--- src/rtl/system_top.sv ---
// system_top: differential board clock in, single core clock out; a UART 8N1
// command interpreter that drives 10 LEDs and a trigger and answers every
// accepted command or argument byte with one status byte.
// Ports: sys_clk_clk_p/_n differential clock, sys_reset async active-high,
//        uart_rxd/uart_txd serial lines (idle high), gpio_led_tri_o[9:0] LEDs,
//        gpio_trig_tri_o[0:0] trigger.
module system_top #(
  parameter int CLKS_PER_BIT = 434
) (
  input  logic       sys_clk_clk_p,
  input  logic       sys_clk_clk_n,
  input  logic       sys_reset,
  input  logic       uart_rxd,
  output logic       uart_txd,
  output logic [9:0] gpio_led_tri_o,
  output logic [0:0] gpio_trig_tri_o
);

  localparam int CW = $clog2(CLKS_PER_BIT);
  localparam logic [CW-1:0] BIT_LAST  = CW'(CLKS_PER_BIT - 1);
  localparam logic [CW-1:0] HALF_LAST = CW'(CLKS_PER_BIT / 2 - 1);

  // The differential buffer reduces to the positive leg; the negative leg
  // only matters to the pad buffer on silicon.
  logic core_clk;
  logic unused_clk_n;
  assign core_clk     = sys_clk_clk_p;
  assign unused_clk_n = sys_clk_clk_n;

  // Reset asserts immediately, releases two core clocks after deassertion.
  logic [1:0] rst_sync_q;
  logic       rst;
  always_ff @(posedge core_clk or posedge sys_reset) begin
    if (sys_reset) rst_sync_q <= 2'b11;
    else           rst_sync_q <= {rst_sync_q[0], 1'b0};
  end
  assign rst = rst_sync_q[1];

  // ---------------- receiver ----------------
  typedef enum logic [1:0] {RX_IDLE, RX_START, RX_DATA, RX_STOP} rx_state_t;
  rx_state_t      rx_state_q;
  logic           rxd_s1_q, rxd_s2_q, rxd_prev_q;
  logic [CW-1:0]  rx_cnt_q;
  logic [2:0]     rx_bit_q;
  logic [7:0]     rx_sh_q;
  logic [7:0]     rx_byte_q;
  logic           rx_vld_q;
  logic           rx_ferr_q;

  always_ff @(posedge core_clk or posedge rst) begin
    if (rst) begin
      rxd_s1_q   <= 1'b1;
      rxd_s2_q   <= 1'b1;
      rxd_prev_q <= 1'b1;
      rx_state_q <= RX_IDLE;
      rx_cnt_q   <= '0;
      rx_bit_q   <= '0;
      rx_sh_q    <= '0;
      rx_byte_q  <= '0;
      rx_vld_q   <= 1'b0;
      rx_ferr_q  <= 1'b0;
    end else begin
      rxd_s1_q   <= uart_rxd;
      rxd_s2_q   <= rxd_s1_q;
      rxd_prev_q <= rxd_s2_q;
      rx_vld_q   <= 1'b0;
      rx_ferr_q  <= 1'b0;
      case (rx_state_q)
        RX_IDLE: begin
          // Only a high-to-low transition starts a frame, so a line found low
          // after reset is not mistaken for a start bit twice.
          if (rxd_prev_q && !rxd_s2_q) begin
            rx_state_q <= RX_START;
            rx_cnt_q   <= '0;
          end
        end
        RX_START: begin
          if (rx_cnt_q == HALF_LAST) begin
            rx_cnt_q   <= '0;
            rx_bit_q   <= '0;
            rx_state_q <= rxd_s2_q ? RX_IDLE : RX_DATA;
          end else begin
            rx_cnt_q <= rx_cnt_q + 1'b1;
          end
        end
        RX_DATA: begin
          if (rx_cnt_q == BIT_LAST) begin
            rx_cnt_q <= '0;
            rx_sh_q  <= {rxd_s2_q, rx_sh_q[7:1]};
            rx_bit_q <= rx_bit_q + 3'd1;
            if (rx_bit_q == 3'd7) rx_state_q <= RX_STOP;
          end else begin
            rx_cnt_q <= rx_cnt_q + 1'b1;
          end
        end
        default: begin // RX_STOP
          if (rx_cnt_q == BIT_LAST) begin
            rx_cnt_q   <= '0;
            rx_state_q <= RX_IDLE;
            if (rxd_s2_q) begin
              rx_vld_q  <= 1'b1;
              rx_byte_q <= rx_sh_q;
            end else begin
              rx_ferr_q <= 1'b1;
            end
          end else begin
            rx_cnt_q <= rx_cnt_q + 1'b1;
          end
        end
      endcase
    end
  end

  // ---------------- parser ----------------
  typedef enum logic [1:0] {P_CMD, P_ARG_L, P_ARG_H} p_state_t;
  p_state_t   p_state_q;
  logic [9:0] led_q;
  logic       trig_q;
  logic       rep_vld;
  logic [7:0] rep_dat;

  always_comb begin
    rep_vld = 1'b0;
    rep_dat = 8'h3F;
    if (rx_vld_q) begin
      rep_vld = 1'b1;
      if (p_state_q == P_CMD) begin
        case (rx_byte_q)
          8'h4C, 8'h48: rep_vld = 1'b0;  // reply comes with the argument
          8'h54:        rep_dat = 8'h4B;
          8'h72:        rep_dat = led_q[7:0];
          8'h68:        rep_dat = {6'b0, led_q[9:8]};
          default:      rep_dat = 8'h3F;
        endcase
      end else begin
        rep_dat = 8'h4B;
      end
    end
  end

  always_ff @(posedge core_clk or posedge rst) begin
    if (rst) begin
      p_state_q <= P_CMD;
      led_q     <= '0;
      trig_q    <= 1'b0;
    end else if (rx_ferr_q) begin
      p_state_q <= P_CMD;
    end else if (rx_vld_q) begin
      case (p_state_q)
        P_CMD: begin
          case (rx_byte_q)
            8'h4C:   p_state_q <= P_ARG_L;
            8'h48:   p_state_q <= P_ARG_H;
            8'h54:   trig_q    <= ~trig_q;
            default: p_state_q <= P_CMD;
          endcase
        end
        P_ARG_L: begin
          led_q[7:0] <= rx_byte_q;
          p_state_q  <= P_CMD;
        end
        default: begin
          led_q[9:8] <= rx_byte_q[1:0];
          p_state_q  <= P_CMD;
        end
      endcase
    end
  end

  // ---------------- holding register + transmitter ----------------
  logic       hold_vld_q;
  logic [7:0] hold_q;
  logic       tx_busy_q;
  logic       tx_load;
  logic [8:0] tx_sh_q;
  logic [3:0] tx_bits_q;
  logic [CW-1:0] tx_cnt_q;
  logic       txd_q;

  assign tx_load = !tx_busy_q && hold_vld_q;

  // A slot being drained this cycle counts as free, so a reply that lands on
  // the load cycle is kept rather than dropped.
  always_ff @(posedge core_clk or posedge rst) begin
    if (rst) begin
      hold_vld_q <= 1'b0;
      hold_q     <= '0;
    end else if (rep_vld && (!hold_vld_q || tx_load)) begin
      hold_vld_q <= 1'b1;
      hold_q     <= rep_dat;
    end else if (tx_load) begin
      hold_vld_q <= 1'b0;
    end
  end

  always_ff @(posedge core_clk or posedge rst) begin
    if (rst) begin
      txd_q     <= 1'b1;
      tx_busy_q <= 1'b0;
      tx_sh_q   <= '0;
      tx_bits_q <= '0;
      tx_cnt_q  <= '0;
    end else if (tx_load) begin
      txd_q     <= 1'b0;                // start bit
      tx_sh_q   <= {1'b1, hold_q};      // data LSB first, then stop
      tx_bits_q <= '0;
      tx_cnt_q  <= '0;
      tx_busy_q <= 1'b1;
    end else if (tx_busy_q) begin
      if (tx_cnt_q == BIT_LAST) begin
        tx_cnt_q <= '0;
        if (tx_bits_q == 4'd9) begin
          tx_busy_q <= 1'b0;
          txd_q     <= 1'b1;
        end else begin
          txd_q     <= tx_sh_q[0];
          tx_sh_q   <= {1'b1, tx_sh_q[8:1]};
          tx_bits_q <= tx_bits_q + 4'd1;
        end
      end else begin
        tx_cnt_q <= tx_cnt_q + 1'b1;
      end
    end
  end

  assign uart_txd           = txd_q;
  assign gpio_led_tri_o     = led_q;
  assign gpio_trig_tri_o[0] = trig_q;

endmodule

--- config.mk ---
export PLATFORM = sky130hd
export DESIGN_NAME = system_top
export DESIGN_NICKNAME = d
export VERILOG_FILES = /design/src/rtl/system_top.sv
export SDC_FILE = /design/constraint.sdc
export NUM_CORES = 1
export LEC_CHECK = 0
export CORE_ASPECT_RATIO = 2
export CORE_UTILIZATION = 45
export CTS_BUF_LIST = sky130_fd_sc_hd__clkbuf_8
export DETAILED_ROUTE_END_ITERATION = 8
export HOLD_SLACK_MARGIN = 0.1
export SLEW_MARGIN = 40
export SYNTH_ARGS = -nofsm -noshare
export SYNTH_HDL_FRONTEND = slang
export SYNTH_SLANG_ARGS = --single-unit
--- constraint.sdc ---
create_clock -name sys_clk_clk_p -period 6.8 [get_ports sys_clk_clk_p]
set_input_delay 0.68 -clock sys_clk_clk_p [delete_from_list [all_inputs] [get_ports sys_clk_clk_p]]
set_output_delay 0.68 -clock sys_clk_clk_p [all_outputs]
set_load 0.1 [all_outputs]
==> reports/qor_table.md, run 1 <==
| Stage | Item | Reported |
| --- | --- | --- |
| worst hold path | Worst hold path class | reg2reg |
| cts | Clock sink total | 83 |
| synthesis | Syn_nets | 371 |
| grt | Pin count of the biggest net entering global routing | 82 |
| power and ir drop | Total power per unit cell area | 238 mW/mm² |
| setup path | List of cells traversed by the critical path | buf_2 |
| grt | Met2 track demand over resource in global routing | 32.5% |
| power and ir drop | Clk network pwr share | 36.2% |
| power and ir drop | Switching share of power | 28.7% |
| synthesis | Largest cells by area after synthesis | dfrtp_1 49%, mux2_2 7.7%, nand2_1 4.6% |
| detailed routing | Overall via count from detail_route | 2662 |
| sta | Final hold vios | 0 |
| grt | Met3 track utilization from global routing | 3.83% |
| setup path | Critical path class | reg2out |
| synthesis | Fraction of the mapped netlist area in compound gates | 10.8% |
| setup path | Endpoint class of the critical path | primary output |
| cts | Depth of the CTS H-tree | 3 |
| sta | Final number of max-transition violations | 0 |
| synthesis | Flip-flop and latch count after synthesis | 83 |
| placed design | Post-placement setup slack | 4820 ps |
| setup path | Instance count on the critical path | 1 |
| synthesis | Most used standard cells in the synthesized netlist | 77 x dfrtp_1, 48 x nand2_1, 27 x mux2_2 |
| setup path | Top fanout value on the critical path | 2 |
| grt | Overall fraction of global-route tracks in use | 18.5% |
| grt | Global route overflow | 0 |
| cts | Worst-case clock buffer depth | 2 |
| cts | CTS tree | done |
| synthesis | Synth unique cells | 60 |
| detailed routing | Vias/cell | 5.59 |
| cts | Insertion delay to the later sink of the worst-skew pair | 370 ps |
| flow run | Total of max-cap violations | 0 |
| detailed routing | Post-detailed-route DRC marker count | 0 |
| grt | Wire length of the first global-routing pass | 12600 µm |
| synthesis | Most common cell in the synthesized netlist | dfrtp_1 |
| power and ir drop | Static Leak | 2.08 nW |
| grt | Antenna violations before repair | 0 |
| sta | Slew of the pin with the lowest slew margin | 726 ps |
| cts | Number of buffers added by the clock tree synthesis step | 9 |
| finish | Number of inserted filler cells in the final layout | 786 |
| sta | Final min period | 1990 ps |
| setup path | Required time of the critical path | 6120 ps |
| finish | Ratio of cells with drive above 1 in the final layout | 19.8% |
| setup path | Family of cells with the greatest summed delay on the critical path | flip-flops |
| die | IO Pins | 16 |
| power and ir drop | Comb power frac | 10.1% |
| setup path | Data arrival time of the critical path | 1310 ps |
| synthesis | Count of flip-flops with a built-in enable after synthesis | 0 |
| synthesis | Proportion of synthesized chip area in sequential cells | 53.0% |
| synthesis | Most used flip-flop cell after synthesis | dfrtp_1 |
| cts | Post-CTS Hold Fix Bufs | 0 |
| synthesis | Fraction of the mapped netlist area in simple logic gates | 19.4% |
| synthesis | Cell type with the largest total area after synthesis | dfrtp_1 |
| grt | Number of global-route vias before repair | 2666 |
| synthesis | Synth Instances | 358 |
| die | Die extent in x | 68.1 µm |
| outcome | Run status | completed |
| finish | Seq. cell area | 0.00208 mm² |
| setup path | Reg2Reg Depth | 6 |
| sta | Max Clock Freq | 0.502 GHz |
| finish | Multi-input combinational cell area | 0.00175 mm² |
| sta | Worst-case clock skew | 6.10 ps |
| sta | Crit share post-route | 29.3% |
| synthesis | Async set or reset register ratio after synthesis | 100% |
| finish | Antenna diodes | 0 |
| sta | Worst setup slack after layout | 4810 ps |
| synthesis | Proportion of synthesized area in mux cells | 8.62% |
| detailed routing | Count of TritonRoute iterations in the first routing pass | 4 |
| power and ir drop | P_int | 0.000730 W |
| setup path | Cell type of the slowest stage on the worst timing path | dfstp_2 |
| die | Initial core utilization | 47.1% |
| die | Die area | 0.00914 mm² |
| finish | Core utilization of the finished layout | 51.5% |
| cts | Number of buffers inserted by post-CTS setup repair | 0 |
| finish | Final net count | 386 |
| detailed routing | Total wire length after detailed routing | 7390 µm |
| setup path | Setup crit start kind | register |
| grt | Global route hottest layer | met2 |
| finish | Synth-to-layout area growth | 9.29% |
| detailed routing | Antenna-violating nets left | 0 |
| placed design | Global placer's final weighted congestion | 0.784 |
| sta | Final-layout setup total negative slack | 0 ps |
| power and ir drop | Net switching component of the power | 0.000294 W |
| detailed routing | Number of violations reported at the end of detailed-routing iteration 0 | 135 |
| sta | Final count of negative-setup-slack endpoints | 0 |
| worst hold path | Count of cells along the worst hold path | 0 |
| sta | Tightest slew margin relative to the limit | 51.5% |
| sta | RSZ-0062 raised after global routing | false |
| cts | Root Driver | clkbuf_8 |
| synthesis | Dominant combinational cell family by area after synthesis | simple AND/OR/NAND/NOR gates |
| die | Die Span Y | 134 µm |
| power and ir drop | Worst voltage drop across the vdd grid | 0.159 mV |
| synthesis | Number of warnings printed during yosys synthesis | 0 |
| cts | Post-CTS clock slew at the launch and capture registers of the worst setup and hold paths | 90 ps |
| synthesis | XOR/XNOR share of the synthesized area | 2.67% |
| die | Std-Cell Rows | 47 |
| finish | Final std cell area, no fill | 0.00430 mm² |
| grt | Routing usage on met1 | 19.9% |
| detailed routing | Post-DR wirelength/cell | 15.5 µm |
| placed design | Instance area at placement | 0.00409 mm² |
| setup path | Buffering stage count on the worst path with inverters included | 1 |
| synthesis | Summed instance area of the synthesized netlist | 0.00393 mm² |
| power and ir drop | Register share of total power | 53.7% |
| placed design | Placed wire-length estimate after detailed placement | 5340 µm |
| sta | Worst hold slack after final layout | 360 ps |
| die | Core ar. | 0.00835 mm² |
| cts | Count of instances resized after the clock tree is built | 0 |
| synthesis | Yosys top cell area share | 49.0% |
| synthesis | Mean area per synthesized cell | 11.0 µm² |
| placed design | IO buf count | 14 |
| setup path | Delay of the slowest critical-path stage | 530 ps |
| synthesis | Share of synthesized cell area in full adder, half adder and majority cells | 2.86% |
==> stage by stage <==
step           total power [W]  std cells
2_1_floorplan         0.000634        358
3_3_place_gp          0.000659        460
3_5_place_dp          0.000664        460
4_1_cts                0.00103        476
5_1_grt                0.00108        476
6_report               0.00102        476
==> power by group through the flow <==
stage               sequential [W]  clock (W)  combinational, W
floorplan                 0.000543          0         0.0000901
global placement          0.000559          0          0.000101
detailed placement        0.000559          0          0.000104
CTS                       0.000550   0.000380          0.000104
global route              0.000556   0.000401          0.000119
finish                    0.000550   0.000371          0.000103
==> path summary, 6_finish.rpt <==
| kind | slack (ps) | from | to |
|---|---|---|---|
| max | 4810 | uart_txd | uart_txd |
| min | 360 | rxd_s1_q | rxd_s2_q |
| max reg2reg | 4840 | tx_cnt_q[1] | tx_bits_q[2] |
| min reg2reg | 360 | rxd_s1_q | rxd_s2_q |
| max in group asynchronous | 5910 | rst_sync_q[1] | tx_cnt_q[8] |
| min in group asynchronous | 430 | rst_sync_q[1] | rx_sh_q[2] |
==> flip-flops by register name (all words and copies together) (netlist names), 3 cells and up <==
signal / flops
tx_bits_q: 4
rx_byte_q: 8
hold_q: 8
tx_sh_q: 9
rx_cnt_q: 9
tx_cnt_q: 9
gpio_led_tri_o: 10
rx_sh_q: 8
rx_bit_q: 3
==> cells in the final DEF (no fill, tap or decap), drive strengths merged, types with 5 or more instances in the layout <==
master | synthesis | routed
a21oi | 14 | 14
inv | 12 | 15
nor2b | 5 | 5
o21ai | 17 | 17
dfrtp | 77 | 77
clkbuf | 2 | 10
nor2 | 25 | 25
ha | 9 | 9
nand2 | 48 | 48
dfstp | 6 | 6
a31oi | 5 | 5
buf | 9 | 12
mux2 | 28 | 28
xnor2 | 9 | 9
nand3 | 19 | 19
==> area by class of cell <==
| cell class | count | area share (%) |
|---|---|---|
| Tap cell | 98 | 2.85 |
| Clock inverter | 7 | 1.92 |
| Timing Repair Buffer | 15 | 2.18 |
| Inverter | 12 | 1.08 |
| Clock buffer | 9 | 2.88 |
| Multi-Input combinational cell | 252 | 40.6 |
| Sequential cell | 83 | 48.5 |
==> kinds of logic (layout without fill, tap and decap cells) <==
| kind of cell | after synthesis | count (layout) |
|---|---|---|
| simple gates | 135 | 135 |
| flops | 83 | 83 |
| compound gates | 65 | 65 |
| mux | 30 | 30 |
| buf+inv | 23 | 43 |
| xor+xnor | 12 | 12 |
| fa+ha+maj | 9 | 9 |
| other cells | 1 | 1 |
==> layer usage <==
| metal | part of all wire (%) | vias to the layer above |
|---|---|---|
| li1 | - | 1302 |
| met1 | 39 | 1321 |
| met2 | 56 | 23 |
| met3 | 1.8 | 16 |
| met4 | 3.0 | 0 |
| met5 | 0 | - |
Note: power is estimated with default switching activity, not from simulation.
==> run 2: changes to the inputs <==
- clock period: 6.8 -> 2 ns (I/O delays scaled with it)
==> run 2 against run 1 <==
  * Non-clock buffer count grew 13
  * Die area stayed put
  * Worst setup slack got worse by 4600 ps
  * Via count grew 1.9%
  * Hold slack worse by 210 ps
  * Sequential cell count is the same
  * Register-to-register slack worse by 4700 ps
  * Sequential share of layout area is 1.5 points lower
  * Total power rose to 3.4 times the previous value
  * Critical path type is now reg2reg
==> reports/qor_table.md, run 2 (synthesis gave the netlist of run 1 again) <==
| Stage | Item | Reported | Delta |
| --- | --- | --- | --- |
| outcome | Run status | completed |  |
| die | Std-Cell Rows | 47 | unchanged |
| grt | Number of global-route vias before repair | 2865 | +7.5% |
| sta | Max Clock Freq | 0.546 GHz |  |
| sta | Slew of the pin with the lowest slew margin | 596 ps | -129 ps |
| setup path | Critical path class | reg2reg |  |
| cts | Root Driver | clkbuf_8 |  |
| sta | Worst-case clock skew | 10.8 ps | +4.71 ps |
| finish | Most common cell after layout, fill and taps aside | dfrtp_1 |  |
| setup path | Crit. Startpoint | rx_cnt_q[0] |  |
| placed design | Instance area at placement | 0.00424 mm² | +3.7% |
| cts | Clock sink total | 83 | unchanged |
| sta | Final hold vios | 0 | unchanged |
| detailed routing | Post-detailed-route DRC marker count | 0 | unchanged |
| setup path | Data arrival time of the critical path | 2060 ps | +750 ps |
| finish | Commonest cells after routing, fill and taps aside | 77 x dfrtp_1, 48 x nand2_1, 27 x mux2_2 |  |
| detailed routing | Post-DR wirelength/cell | 15.6 µm | +0.23% |
| detailed routing | Count of TritonRoute iterations in the first routing pass | 4 | unchanged |
| finish | Final std cell area, no fill | 0.00444 mm² | +3.3% |
| detailed routing | Vias/cell | 5.55 | -0.83% |
| placed design | Global placer's final weighted congestion | 0.766 | -2.4% |
| sta | Worst hold slack after final layout | 146 ps | -214 ps |
| die | Die Span Y | 134 µm | unchanged |
| grt | Overall fraction of global-route tracks in use | 19.6% | +1.2 points |
| grt | Antenna violations before repair | 0 | unchanged |
| sta | Final min period | 1830 ps |  |
| power and ir drop | Total power after layout | 0.00343 W | +240% |
| setup path | R2r startpoint | rx_cnt_q[0] |  |
| detailed routing | Antenna-violating nets left | 0 | unchanged |
| power and ir drop | Static Leak | 2.15 nW | +3.2% |
| finish | Core utilization of the finished layout | 53.2% | +1.7 points |
| setup path | Top fanout value on the critical path | 9 | +7 |
| sta | Tightest slew margin relative to the limit | 59.2% | +7.7 points |
| sta | Final-layout setup total negative slack | 0 ps | unchanged |
| grt | Global route overflow | 0 | unchanged |
| power and ir drop | Total power per unit cell area | 772 mW/mm² | +220% |
| setup path | Required time of the critical path | 2230 ps | -3890 ps |
| cts | CTS tree | done |  |
| sta | RSZ-0062 raised after global routing | false |  |
| cts | Number of buffers inserted by post-CTS setup repair | 0 | unchanged |
| power and ir drop | Worst voltage drop across the vdd grid | 0.484 mV | +210% |
| finish | Synth-to-layout area growth | 12.9% |  |
| setup path | Endpoint class of the critical path | register |  |
| detailed routing | Overall via count from detail_route | 2712 | +1.9% |
| cts | Insertion delay to the later sink of the worst-skew pair | 360 ps | about the same |
| finish | Ratio of cells with drive above 1 in the final layout | 22.3% | +2.4 points |
| detailed routing | Number of violations reported at the end of detailed-routing iteration 0 | 100 | -26% |
| cts | Post-CTS clock slew at the launch and capture registers of the worst setup and hold paths | 90 ps | about the same |
| detailed routing | Total wire length after detailed routing | 7610 µm | +3.0% |
| cts | Depth of the CTS H-tree | 3 | unchanged |
| sta | Final number of max-transition violations | 0 | unchanged |
| finish | Final net count | 399 | +3.4% |
| grt | Wire length of the first global-routing pass | 13300 µm | +5.4% |
| setup path | Setup crit start kind | register |  |
| placed design | Placed wire-length estimate after detailed placement | 5570 µm | +4.3% |
| grt | Pin count of the biggest net entering global routing | 82 | unchanged |
| finish | Flip-flop count of the largest register, all copies and words added | 10 | unchanged |
| finish | Number of inserted filler cells in the final layout | 752 | -4.3% |
| sta | Final count of negative-setup-slack endpoints | 0 | unchanged |
| placed design | IO buf count | 14 | unchanged |
| die | Core ar. | 0.00835 mm² | unchanged |
| cts | Number of buffers added by the clock tree synthesis step | 9 | unchanged |
| worst hold path | Worst hold path class | in2async |  |
| cts | Worst-case clock buffer depth | 2 | unchanged |
| die | IO Pins | 16 | unchanged |
| die | Die extent in x | 68.1 µm | unchanged |
| flow run | Total of max-cap violations | 0 | unchanged |
| die | Die area | 0.00914 mm² | unchanged |
| finish | Antenna diodes | 0 | unchanged |
| die | Initial core utilization | 47.1% | unchanged |
| sta | Crit share post-route | 91.6% |  |
-- run 2: cell count changes in the layout (fill, tap and decap cells not counted), moves of 2 or more --
| cell | delta |
|---|---|
| clkinv_4 | +2 |
| buf_2 | -12 |
| inv_1 | +2 |
| buf_4 | +24 |
| inv_6 | -2 |
| buf_12 | +2 |
-- run 2: report_power, final --
group          total [W]  internal, W  switching (W)
combinational   0.000383     0.000149       0.000234
clock            0.00119     0.000576       0.000614
sequential       0.00186      0.00175       0.000107
total            0.00343      0.00247       0.000955
-- run 2: path summary, 6_finish.rpt --
kind                                   to  slack (ps)  depth (start not counted)
setup reg to reg            rx_state_q[0]         170                          6
hold reg to reg                  rxd_s2_q         360                          0
max in group asynchronous        uart_txd        1250                          2
setup / recovery            rx_state_q[0]         170                          6
hold / removal              rst_sync_q[1]         150                          2
min in group sys_clk_clk_p       rxd_s1_q         230                          1
-- run 2: layout make-up --
type	count	area, µm²	share of cell area [%]
repair buffers	28	240	5.41
clock buffers	9	124	2.79
multi-input cells	252	1750	39.4
well taps	98	123	2.76
inverters	12	48.8	1.10
clock inverters	7	71.3	1.61
flip-flops and latches	83	2080	46.9
-- run 2: layer usage --
| layer | part of all wire, % | global-route usage (%) |
|---|---|---|
| met1 | 39 | 20.6 |
| met4 | 2.1 | 8.22 |
| met3 | 2.2 | 5.02 |
| met5 | 0 | 0 |
| met2 | 57 | 35.1 |
-- run 2: critical path, cell delays in order (launching register included) --
cell and delay (ps):
dfrtp_1 450, inv_1 80, ha_1 140, nor4b_1 300, a21oi_2 200, nor3_2 390
o21ai_0 140
-- run 2: metrics by stage --
stage / instances / setup WS, ps
6_report: 489 / 169
5_1_grt: 489 / 49.7
4_1_cts: 489 / 106
3_5_place_dp: 473 / 132
3_3_place_gp: 473 / 166
2_1_floorplan: 358 / 343
-- run 2: timing repair --
item / 4_1_cts / 5_1_grt
hold buffers: 0 / 0
resized for setup: 0 / 1
endpoints found under the setup margin: 0 / 3
==> run 3: changes to the inputs <==
- PLACE_DENSITY: default -> 0.68
==> run 3 against run 2 <==
  * Global-route usage down 0.51 points
  * Cell count down 0.41%
  * Clock power down 8%
  * Non-clock buffer count down 2
  * Sequential cell count unchanged
  * Combinational power up 3%
  * Wire length down 1.4%
  * Critical path type unchanged
  * Largest cell class unchanged
==> reports/qor_table.md, run 3 (synthesis gave the netlist of run 1 again) <==
| Stage | Item | Reported | Delta |
| --- | --- | --- | --- |
| outcome | Run status | completed |  |
| placed design | Placed wire-length estimate after detailed placement | 5600 µm | +0.53% |
| sta | Crit share post-route | 89.6% | -2.0 points |
| die | Std-Cell Rows | 47 | unchanged |
| grt | Antenna violations before repair | 0 | unchanged |
| finish | Flip-flop count of the largest register, all copies and words added | 10 | unchanged |
| finish | Synth-to-layout area growth | 11.7% |  |
| setup path | Setup crit start kind | register |  |
| power and ir drop | P_int | 0.00238 W | -3.7% |
| die | Die Span Y | 134 µm | unchanged |
| setup path | Top fanout value on the critical path | 10 | +1 |
| cts | Number of buffers inserted by post-CTS setup repair | 0 | unchanged |
| power and ir drop | Register share of total power | 55.3% | +1.2 points |
| sta | Final min period | 1790 ps | -39.7 ps |
| cts | Clock sink total | 83 | unchanged |
| setup path | Critical path class | reg2reg |  |
| grt | Overall fraction of global-route tracks in use | 19.1% | -0.51 points |
| finish | Final net count | 397 | -0.50% |
| finish | Ratio of cells with drive above 1 in the final layout | 22.4% | +0.11 points |
| placed design | Global placer's final weighted congestion | 0.780 | +1.9% |
| finish | Antenna diodes | 0 | unchanged |
| detailed routing | Total wire length after detailed routing | 7510 µm | -1.4% |
| finish | Number of inserted filler cells in the final layout | 770 | +2.4% |
| detailed routing | Post-detailed-route DRC marker count | 0 | unchanged |
| grt | Number of global-route vias before repair | 2816 | -1.7% |
| cts | Post-CTS Hold Fix Bufs | 0 | unchanged |
| sta | RSZ-0062 raised after global routing | false |  |
| sta | Final-layout setup total negative slack | 0 ps | unchanged |
| sta | Final hold vios | 0 | unchanged |
| power and ir drop | Comb power frac | 11.8% | +0.6 points |
| cts | Depth of the CTS H-tree | 3 | unchanged |
| placed design | Placed Cells | 471 | -0.42% |
| sta | Slew of the pin with the lowest slew margin | 580 ps | -16.1 ps |
| detailed routing | Post-DR wirelength/cell | 15.4 µm | -0.96% |
| detailed routing | Vias/cell | 5.62 | +1.4% |
| sta | Worst-case clock skew | 7.66 ps | -3.14 ps |
| die | Core ar. | 0.00835 mm² | unchanged |
| flow run | Total of max-cap violations | 0 | unchanged |
| setup path | List of cells traversed by the critical path | inv_1 -> ha_1 -> and4b_1 -> buf_4 -> nand4b_4 -> or3_1 -> a21oi_1 |  |
| finish | Commonest cells after routing, fill and taps aside | 77 x dfrtp_1, 48 x nand2_1, 27 x mux2_2 |  |
| power and ir drop | Clk network pwr share | 32.9% | -1.8 points |
| setup path | Required time of the critical path | 2290 ps | +60 ps |
| worst hold path | Worst hold path class | in2async |  |
| power and ir drop | Net switching component of the power | 0.000958 W | +0.25% |
| grt | Global route overflow | 0 | unchanged |
| cts | CTS tree | done |  |
| setup path | Family of cells with the greatest summed delay on the critical path | simple AND/OR/NAND/NOR gates |  |
| cts | Worst-case clock buffer depth | 2 | unchanged |
| power and ir drop | Total power per unit cell area | 760 mW/mm² | -1.6% |
| detailed routing | Count of TritonRoute iterations in the first routing pass | 4 | unchanged |
| power and ir drop | Switching share of power | 28.7% | +0.83 points |
| finish | Most common cell after layout, fill and taps aside | dfrtp_1 |  |
| setup path | Endpoint class of the critical path | register |  |
| die | Die area | 0.00914 mm² | unchanged |
| setup path | Data arrival time of the critical path | 2080 ps | +20 ps |
| cts | Count of instances resized after the clock tree is built | 0 | unchanged |
| setup path | Delay of the slowest critical-path stage | 420 ps | -30 ps |
| setup path | Cell type of the slowest stage on the worst timing path | dfrtp_1 |  |
| cts | Number of buffers added by the clock tree synthesis step | 9 | unchanged |
| cts | Root Driver | clkbuf_8 |  |
| setup path | Buffering stage count on the worst path with inverters included | 2 | +1 |
| die | Initial core utilization | 47.1% | unchanged |
| die | Die extent in x | 68.1 µm | unchanged |
| sta | Tightest slew margin relative to the limit | 61.2% | +1.9 points |
| cts | Post-CTS clock slew at the launch and capture registers of the worst setup and hold paths | 80 ps | about the same |
| finish | Final cell count without fillers | 487 | -0.41% |
| die | IO Pins | 16 | unchanged |
| placed design | IO buf count | 14 | unchanged |
| sta | Final number of max-transition violations | 0 | unchanged |
| detailed routing | Number of violations reported at the end of detailed-routing iteration 0 | 110 | +10% |
| grt | Wire length of the first global-routing pass | 13100 µm | -1.5% |
| power and ir drop | Worst voltage drop across the vdd grid | 0.560 mV | +16% |
| sta | Max Clock Freq | 0.558 GHz | +2.2% |
| detailed routing | Overall via count from detail_route | 2738 | +0.96% |
| cts | Insertion delay to the later sink of the worst-skew pair | 360 ps | about the same |
| sta | Final count of negative-setup-slack endpoints | 0 | unchanged |
| power and ir drop | Static Leak | 2.13 nW | -1.0% |
| detailed routing | Antenna-violating nets left | 0 | unchanged |
| grt | Pin count of the biggest net entering global routing | 44 | -46% |
==> run 3: changes by cell type in the layout (fill, tap and decap cells not counted), sizes merged <==
cell / previous run / this run
clkbuf: 9 / 10
buf: 26 / 24
bufinv: 1 / 0
==> run 3: area by class of cell <==
| type | count | area, µm² | area share (%) |
|---|---|---|---|
| Inverter | 12 | 48.8 | 1.11 |
| Multi-Input combinational cell | 252 | 1750 | 39.8 |
| Clock inverter | 6 | 38.8 | 0.882 |
| Clock buffer | 10 | 138 | 3.13 |
| Timing Repair Buffer | 26 | 213 | 4.84 |
| Sequential cell | 83 | 2080 | 47.4 |
| Tap cell | 98 | 123 | 2.79 |
==> run 3: power by group through the flow <==
stage                     clock [W]  combinational [W]  sequential, W
after global placement            0           0.000377        0.00187
after global routing        0.00120           0.000454        0.00186
after floorplan                   0           0.000307        0.00185
final                       0.00110           0.000395        0.00185
after CTS                   0.00115           0.000396        0.00185
after detailed placement          0           0.000394        0.00188
==> run 3: path summary, 6_finish.rpt <==
kind                                    start                 to  slack [ps]  depth (start not counted)
worst max-delay path              tx_cnt_q[1]       tx_bits_q[3]         210                          7
worst min-delay path                sys_reset      rst_sync_q[1]         150                          2
worst max register to register    tx_cnt_q[1]       tx_bits_q[3]         210                          7
worst min register to register  rst_sync_q[1]  gpio_led_tri_o[4]         270                          1
max in group asynchronous       rst_sync_q[1]           uart_txd        1120                          2
min in group sys_clk_clk_p           uart_rxd           rxd_s1_q         230                          1
==> run 3: stage by stage <==
step / util (%) / total power, W / setup slack [ps] / hold WS (ps) / area [µm²]
2_1_floorplan: - / 0.00216 / 343 / 112 / 3940
4_1_cts: 52.6 / 0.00339 / 84.3 / 124 / 4390
3_5_place_dp: 50.5 / 0.00227 / 105 / 279 / 4210
3_3_place_gp: 50.5 / 0.00225 / 123 / 270 / 4210
5_1_grt: 52.6 / 0.00352 / 38.5 / 157 / 4400
6_report: 52.6 / 0.00334 / 209 / 146 / 4400
==> run 3: layer usage <==
| metal | vias up | GRT usage (%) | wire, µm |
|---|---|---|---|
| met5 | - | 0 | 0 |
| met4 | 0 | 7.18 | 148 |
| met3 | 11 | 5.02 | 218 |
| met2 | 35 | 35.6 | 4450 |
| met1 | 1372 | 19.0 | 2690 |
| li1 | 1320 | - | - |
==> run 3: worst register-to-register path, stage by stage, from the launching register on <==
cell and delay, ps:
dfrtp_1 420, inv_1 70, ha_1 130, and4b_1 230, buf_4 150, nand4b_4 190, or3_1 400, a21oi_1 140
